## config.mk

```make
export PLATFORM = sky130hd
export DESIGN_NAME = transformer_stage_scheduler
export DESIGN_NICKNAME = d
export VERILOG_FILES = /design/src/rtl/transformer_stage_scheduler.sv
export SDC_FILE = /design/constraint.sdc
export NUM_CORES = 1
export LEC_CHECK = 0
export BUFFER_PORTS_ARGS = -buffer_cell sky130_fd_sc_hd__buf_2
export CELL_PAD_IN_SITES_DETAIL_PLACEMENT = 0
export CELL_PAD_IN_SITES_GLOBAL_PLACEMENT = 1
export CORE_MARGIN = 4
export CORE_UTILIZATION = 30
export CTS_CLUSTER_DIAMETER = 60
export DETAILED_ROUTE_END_ITERATION = 8
export GPL_TIMING_DRIVEN = 0
export PLACE_DENSITY_LB_ADDON = 0.1
export SLEW_MARGIN = 30
export SYNTH_ARGS = -nofsm -noshare
export SYNTH_HDL_FRONTEND = slang
export SYNTH_SLANG_ARGS = --single-unit
```

## constraint.sdc

```tcl
create_clock -name clk -period 22.5 [get_ports clk]
set_clock_uncertainty 0.15 [all_clocks]
set_input_delay 4.5 -clock clk [delete_from_list [all_inputs] [get_ports clk]]
set_output_delay 4.5 -clock clk [all_outputs]
set_load 0.005 [all_outputs]
```

## src/rtl/transformer_stage_scheduler.sv

```systemverilog
// Sequences the encoder (MHA, FFN) and decoder (SELF, CROSS, FFN) stage units
// layer by layer, with per-stage timeout, abort and sticky error reporting.
module transformer_stage_scheduler #(
  parameter int MAX_LAYERS = 8,
  parameter int TO_W       = 16
) (
  input  logic            clk,
  input  logic            rst,
  input  logic            start,
  input  logic            abort,
  input  logic [3:0]      cfg_enc_layers,
  input  logic [3:0]      cfg_dec_layers,
  input  logic [TO_W-1:0] cfg_timeout,
  output logic [4:0]      stage_start,
  input  logic [4:0]      stage_done,
  output logic [2:0]      layer_idx,
  output logic [3:0]      wbank,
  output logic            busy,
  output logic            done,
  output logic [1:0]      err_code,
  output logic [2:0]      err_stage
);

  typedef enum logic [1:0] {IDLE, ISSUE, WAIT, FINISH} state_t;

  localparam logic [2:0] ENC_MHA   = 3'd0;
  localparam logic [2:0] ENC_FFN   = 3'd1;
  localparam logic [2:0] DEC_SELF  = 3'd2;
  localparam logic [2:0] DEC_CROSS = 3'd3;
  localparam logic [2:0] DEC_FFN   = 3'd4;
  localparam logic [3:0] MAX_L     = 4'(MAX_LAYERS);

  state_t            state_q, state_d;
  logic [2:0]        stage_q, stage_d;
  logic [2:0]        layer_q, layer_d;
  logic [TO_W-1:0]   timer_q, timer_d;
  logic [3:0]        enc_q, enc_d;
  logic [3:0]        dec_q, dec_d;
  logic [TO_W-1:0]   to_q, to_d;
  logic              done_q, done_d;
  logic [1:0]        err_code_q, err_code_d;
  logic [2:0]        err_stage_q, err_stage_d;

  logic [4:0] stage_onehot;
  logic       cur_done;
  logic       bad_cfg;
  logic       enc_last;
  logic       dec_last;

  assign stage_onehot = 5'b00001 << stage_q;
  assign cur_done     = |(stage_done & stage_onehot);
  assign bad_cfg      = ((cfg_enc_layers == 4'd0) && (cfg_dec_layers == 4'd0)) ||
                        (cfg_enc_layers > MAX_L) || (cfg_dec_layers > MAX_L);
  assign enc_last     = (({1'b0, layer_q} + 4'd1) == enc_q);
  assign dec_last     = (({1'b0, layer_q} + 4'd1) == dec_q);

  always_comb begin
    state_d     = state_q;
    stage_d     = stage_q;
    layer_d     = layer_q;
    timer_d     = timer_q;
    enc_d       = enc_q;
    dec_d       = dec_q;
    to_d        = to_q;
    done_d      = 1'b0;
    err_code_d  = err_code_q;
    err_stage_d = err_stage_q;
    unique case (state_q)
      IDLE: begin
        if (start) begin
          if (bad_cfg) begin
            err_code_d  = 2'b11;
            err_stage_d = 3'd7;
            done_d      = 1'b1;
          end else begin
            enc_d       = cfg_enc_layers;
            dec_d       = cfg_dec_layers;
            to_d        = cfg_timeout;
            err_code_d  = 2'b00;
            err_stage_d = 3'd0;
            layer_d     = 3'd0;
            stage_d     = (cfg_enc_layers != 4'd0) ? ENC_MHA : DEC_SELF;
            state_d     = ISSUE;
          end
        end
      end
      ISSUE: begin
        timer_d = '0;
        if (abort) begin
          err_code_d  = 2'b10;
          err_stage_d = stage_q;
          done_d      = 1'b1;
          state_d     = FINISH;
        end else begin
          state_d = WAIT;
        end
      end
      WAIT: begin
        timer_d = timer_q + 1'b1;
        // Priority: abort, then the current stage's done, then timeout.
        if (abort) begin
          err_code_d  = 2'b10;
          err_stage_d = stage_q;
          done_d      = 1'b1;
          state_d     = FINISH;
        end else if (cur_done) begin
          state_d = ISSUE;
          unique case (stage_q)
            ENC_MHA: stage_d = ENC_FFN;
            ENC_FFN: begin
              if (!enc_last) begin
                stage_d = ENC_MHA;
                layer_d = layer_q + 3'd1;
              end else if (dec_q == 4'd0) begin
                done_d  = 1'b1;
                state_d = FINISH;
              end else begin
                stage_d = DEC_SELF;
                layer_d = 3'd0;
              end
            end
            DEC_SELF:  stage_d = DEC_CROSS;
            DEC_CROSS: stage_d = DEC_FFN;
            DEC_FFN: begin
              if (dec_last) begin
                done_d  = 1'b1;
                state_d = FINISH;
              end else begin
                stage_d = DEC_SELF;
                layer_d = layer_q + 3'd1;
              end
            end
            default: begin
              done_d  = 1'b1;
              state_d = FINISH;
            end
          endcase
        end else if ((to_q != '0) && (timer_q == (to_q - 1'b1))) begin
          err_code_d  = 2'b01;
          err_stage_d = stage_q;
          done_d      = 1'b1;
          state_d     = FINISH;
        end
      end
      FINISH:  state_d = IDLE;
      default: state_d = IDLE;
    endcase
  end

  always_ff @(posedge clk) begin
    if (rst) begin
      state_q     <= IDLE;
      stage_q     <= ENC_MHA;
      layer_q     <= 3'd0;
      timer_q     <= '0;
      done_q      <= 1'b0;
      err_code_q  <= 2'b00;
      err_stage_q <= 3'd0;
    end else begin
      state_q     <= state_d;
      stage_q     <= stage_d;
      layer_q     <= layer_d;
      timer_q     <= timer_d;
      done_q      <= done_d;
      err_code_q  <= err_code_d;
      err_stage_q <= err_stage_d;
    end
    enc_q <= enc_d;
    dec_q <= dec_d;
    to_q  <= to_d;
  end

  // An abort arriving in the ISSUE cycle must kill that cycle's start pulse.
  assign stage_start = ((state_q == ISSUE) && !abort) ? stage_onehot : 5'd0;
  assign busy        = (state_q != IDLE);
  assign done        = done_q;
  assign layer_idx   = layer_q;
  assign wbank       = {(stage_q >= DEC_SELF), layer_q};
  assign err_code    = err_code_q;
  assign err_stage   = err_stage_q;

endmodule

```

==> Word level (Yosys, flattened, before mapping) <==
Cells that the tools add are included.
{ "totals": {"out_inout_bits": 19, "input_bits": 33, "ff_bits": 54} }
{ "op_classes": {"n_reduce_logical": 24, "magnitude_cmp": 3, "eq_ne": 22, "n_addsub": 4, "muxes": 57, "shift": 1, "n_bitwise": 2} }
{ "ops": {"columns": ["operator", "n"], "rows": [
  ["3-bit 2-to-1 mux", 20],
  ["16-bit one-hot mux with 2 select lines", 1],
  ["2-bit 2-to-1 mux", 15],
  ["3-bit one-hot mux with 2 select lines", 3],
  ["16-bit by 1-bit adder with 16-bit output, second input constant", 1],
  ["16-bit equality test", 1],
  ["8-bit AND reduction", 2],
  ["16-bit nonzero test", 1],
  ["16-bit by 1-bit subtractor with 16-bit output, second input constant", 1],
  ["3-bit one-hot mux with 5 select lines", 1],
  ["4-bit zero test", 3],
  ["2-bit one-hot mux with 3 select lines", 2],
  ["1-bit 2-to-1 mux", 10],
  ["2-bit != test, second input constant", 5],
  ["3-bit != test, second input constant", 3],
  ["3-bit one-hot mux with 3 select lines", 1],
  ["4-bit equality test", 2],
  ["4-bit > comparator, second input constant", 2],
  ["4-bit != test, second input constant", 2],
  ["2-bit one-hot mux with 4 select lines", 1],
  ["3-bit by 2-bit equality test with 1-bit output, second input constant", 2],
  ["6-bit by 1-bit != test with 1-bit output, second input constant", 1],
  ["1-bit one-hot mux with 3 select lines", 2],
  ["3-bit AND reduction", 2],
  ["other kinds (23)", 29]
]} }

==> Logic depth before layout (Yosys ltp) <==
{ "logic_depth": {"depth_word": 7, "mapped_depth": 10} }

==> Worst setup path after synthesis <==
OpenSTA, ideal clock, no wires.
{ "synth_path": {"kind": "input port to flip-flop", "startpoint": "in cfg_dec_layers[1]", "endpoint": "reg stage_q[2]", "cell_stages": 5, "n_path_buf": 0, "arrival_time_ns": 10.651, "required_ns": 22.280, "slack_ns": 11.628, "path_cell_list": "o31a_1 > a2111oi_0 > o21ai_0 > or4_1 > a21oi_1"} }
{ "synth_via": {"elab_chain_cells": 6} }
{ "synth_rtl": {"columns": ["element", "line", "text"], "rows": [
  ["start, declared", "12", "input logic [3:0] cfg_dec_layers,"],
  ["branches (longest 3 deep; another with 4-bit > comparator)", null, null],
  ["1-bit logical OR (*)", "53", "(cfg_enc_layers > MAX_L) || (cfg_dec_layers > MAX_L);"],
  ["2-bit != test (no line) (*)", null, null],
  ["8-bit AND reduction (no line) (*)", null, null],
  ["end signal, assigned", "161", "stage_q <= stage_d;"],
  ["end, declared", "34", "logic [2:0] stage_q, stage_d;"]
]} }
Every way passes the cells marked *.
A chain may end at the register's enable or synchronous reset.

==> Worst setup path in the final report <==
{ "layout_path": {"startpoint": "in abort", "endpoint": "out stage_start[0]"} }
{ "layout_via": {"elab_chain_cells": 3} }
{ "layout_rtl": {"columns": ["element", "line", "text"], "rows": [
  ["start, declared", "10", "input logic abort,"],
  ["1-bit zero test", "174", "assign stage_start = ((state_q == ISSUE) && !abort) ? stage_onehot : 5'd0;"],
  ["1-bit logical AND", "174", null],
  ["5-bit 2-to-1 mux", "174", null],
  ["end, declared", "14", "output logic [4:0] stage_start,"]
]} }
Every way passes these cells.

==> flow_summary.yaml <==
run_status:
  run_status: "finished clean"
detailed_routing:
  viasPerCell: 4.848
  drtPass1Iterations: 6
  met2_length_um: 3207
  met1_length_um: 4348
  wl_per_cell_um: 15.03
  drt_iter0_drc: 139
  antenna_left: 0
  drc_errors: 0
  num_vias: 2555
  wl_met3_um: 309
  dr.max_layer_used: "met4"
  drt-total-wl_um: 7923
worst_hold_path:
  hold_path_class: "reg2reg"
  min_path_cells: 2
  min_to: "err_stage[1]$_SDFFE_PP0P_"
  hold_start: "err_stage[1]$_SDFFE_PP0P_"
sta:
  fin_crit_sh_pct: 43.75
  tightestPinTransition_ns: 0.9085
  rsz0062_at_grt: "false"
  final.min_clock_period_ns: 9.844
  slew_headroom_pct: 38.58
  finalSetupTns_ns: 0
  finalWorstSetupSlack_ns: 12.66
  finalMaxSlewViolations: 0
  max_freq_ghz: 0.1016
  setup-violations-final: 0
  hold_viol_final: 0
cts:
  cts_max_level: 2
  insertion_delay_ns: 0.31
  ctsHoldBuffers: 0
  clock_sinks: 54
  cts_buffers: 5
  clk_path_buf_depth: 2
  cts_root_buffer: "clkbuf_8"
  cts_resized: 0
  cts_tree: "built"
  post_cts_buffers: 0
  clk_pin_slew_ns: 0.10
finish:
  area_delta_synth_final_pct: 17.77
  layout.nets: 430
  n_antenna_cell: 0
  drive_above_1_share_pct: 20.72
  fillers: 1066
synthesis:
  yosysTopAreaCellShare_pct: 22.70
  syn_nets: 368
  netlist.top_cell.by_area: "edfxtp_1"
  syn_avg_cell_area_sq_um: 9.682
  synth_edf_count: 24
  synthesis.area_sq_um: 3176
  synth-async-reset-ratio_pct: 0
  synthCells: 328
  synth_cell_types: 61
  ys_ff_latch: 54
  synth_area_leaders: "edfxtp_1 (23%), dfxtp_1 (19%), xnor2_1 (6.6%)"
  yosysWarnings: 0
  ys_seq_area_share_pct: 41.61
  synthFlopType: "dfxtp_1"
critical_path:
  cp_data_arrival_time_ns: 5.19
  cp.required_ns: 17.85
  worstReg2RegStart: "to_q[0]$_DFFE_PP_"
  critPathTopFamily: "buffers and inverters"
  worstReg2RegEnd: "err_code[1]$_SDFFE_PP0P_"
  worstRegToRegCells: 10
  critPathKind: "in2out"
  path_max_fanout: 5
  critPathBufInv: 3
  reg2reg_slack_ns: 18.93
  worstSetupPathDepth: 5
  worst_setup_path_end_kind: "output pin"
  crit_chain: "buf_2, inv_1, nand2_1, nor4_1, buf_2"
  slowest_delay_ns: 0.18
  start_kind: "input port"
  cp_slowest_cell: "nor4_1"
  worst_path_most_repeated_cell: "buf_2"
floorplanning:
  fp-row-count: 37
  fp.dieH_um: 110.9
  initial_utilization_pct: 30.76
  die_x_um: 110.9
  dieArea_sq_um: 12300
  core_sq_um: 10320
  io_pins: 52
placed_design:
  post-place-ws_ns: 12.65
  port_buffers: 50
  dpl.hpwl_um: 6218
  routabilityCongestion: 0.7443
grt:
  grt_antenna_before_repair: 0
  grt_pass1_vias: 2536
  grt_overflow: 0
  grt_pass1_wl_um: 13150
  grt_util_all_layers_pct: 13.18
  grt_max_degree: 16
power_and_ir_drop:
  intPower_uw: 181.0
  pwr-share-seq_pct: 45.8
  p_leak_nw: 1.374
  combPwrFrac_pct: 31.0
  p_sw_share_pct: 33.04
  ir_drop_v: 0.00004463
  p_per_area_nw_per_um2: 72.28
  clkPwrFrac_pct: 23.2
  switchingPower_uw: 89.31
run:
  max_cap_viol_count: 0
## logic make-up after synthesis
family | synth area share, %
and+or+nand+nor | 20.88
AOI/OAI and AO/OA | 15.88
DFF | 41.61
adders and majority gates | 2.758
muxes | 2.640
buffers and inverters | 4.058
xor gates and xnor gates | 12.17
## per-layer routing
| layer | GRT usage (%) | up-vias |
|---|---|---|
| met2 | 19.34 | 49 |
| met3 | 3.002 | 4 |
| li1 | - | 1323 |
| met5 | 0 | - |
| met4 | 2.463 | 0 |
| met1 | 19.80 | 1179 |
## cell type report
type                    count  area (sq um)  area share (%)
flip-flops and latches     54          1321           35.33
well taps                 136         170.2           4.550
clock buffers               8         110.1           2.944
multi-input cells         245          1732           46.30
inverters                  15         56.30           1.506
repair buffers             55         277.8           7.427
plain buffers              14         72.57           1.940
## metrics by stage
step | util, % | std cells | power, mW | instance area [sq um] | hold slack (ns)
floorplan | - | 328 | 0.1819 | 3176 | 0.3186
global placement | 34.83 | 514 | 0.2099 | 3596 | 0.3155
detailed placement | 35.16 | 519 | 0.2102 | 3630 | 0.3186
CTS | 36.23 | 527 | 0.2751 | 3740 | 0.3336
global route | 36.23 | 527 | 0.2918 | 3740 | 0.3717
finish | 36.23 | 527 | 0.2703 | 3740 | 0.3281
## synth_stat cells (4+ instances only)
cell type  instances
inv_1             15
mux2i_1            5
ha_1               7
nor3_1             5
nor4_1             6
o21ai_0           10
a21o_1             4
nor2b_1            5
clkbuf_1           8
and3_1             4
a21oi_1           10
a211oi_1           4
nand4_1            8
xnor2_1           24
xor2_1            15
nand2b_1           5
nand3_1            6
nand2_1           27
dfxtp_1           30
nor2_1            32
edfxtp_1          24
a211o_1            5
nand3b_1           4
## power by group through the flow
| stage | clock, mW | combinational, mW | sequential (mW) |
|---|---|---|---|
| after floorplan | 0 | 0.0567 | 0.125 |
| after global placement | 0 | 0.0831 | 0.127 |
| after detailed placement | 0 | 0.0841 | 0.126 |
| after CTS | 0.0667 | 0.0846 | 0.124 |
| after global routing | 0.0711 | 0.0949 | 0.126 |
| final | 0.0628 | 0.0838 | 0.124 |
## flip-flops by register name, indices dropped and copies added (netlist names), 3 cells and up
| register | count |
|---|---|
| stage_q | 3 |
| enc_q | 4 |
| dec_q | 4 |
| err_stage | 3 |
| to_q | 16 |
| layer_idx | 3 |
| timer_q | 16 |
## worst register-to-register path, delay by kind of cell (launching register included)
family                   cells  cell delay [ns]
AO/OA/AOI/OAI                2             0.71
adder cells (fa/ha/maj)      1             0.21
AND/OR/NAND/NOR              4             1.32
multiplexers                 1             0.36
flip-flops                   1             0.45
buffers and inverters        2             0.27
## worst max-delay path by stage
stage,startpoint,slack (ns),endpoint
detailed placement,abort,12.65,stage_start[2]
finish,abort,12.66,stage_start[0]
CTS,abort,12.65,stage_start[0]
global placement,cfg_dec_layers[1],8.69,stage_q[2]$_SDFFE_PP0P_
global route,abort,12.55,stage_start[3]
floorplan,cfg_dec_layers[1],11.63,stage_q[2]$_SDFFE_PP0P_
## placed cells by master, fill, tap and decap left out, types with 5 or more instances in the layout
cell and count:
nor4_1 6, ha_1 7, clkbuf_8 8, mux2i_1 5
nor3_1 5, nand2b_1 5, nor2_1 32, dfxtp_1 30
inv_1 15, xnor2_1 24, o21ai_0 10, a21oi_1 10
edfxtp_1 24, nand3_1 6, nand4_1 8, nand2_1 27
buf_2 55, nor2b_1 5, clkbuf_1 8, xor2_1 15
a211o_1 5
No activity file was read; power rests on OpenSTA's default activity.
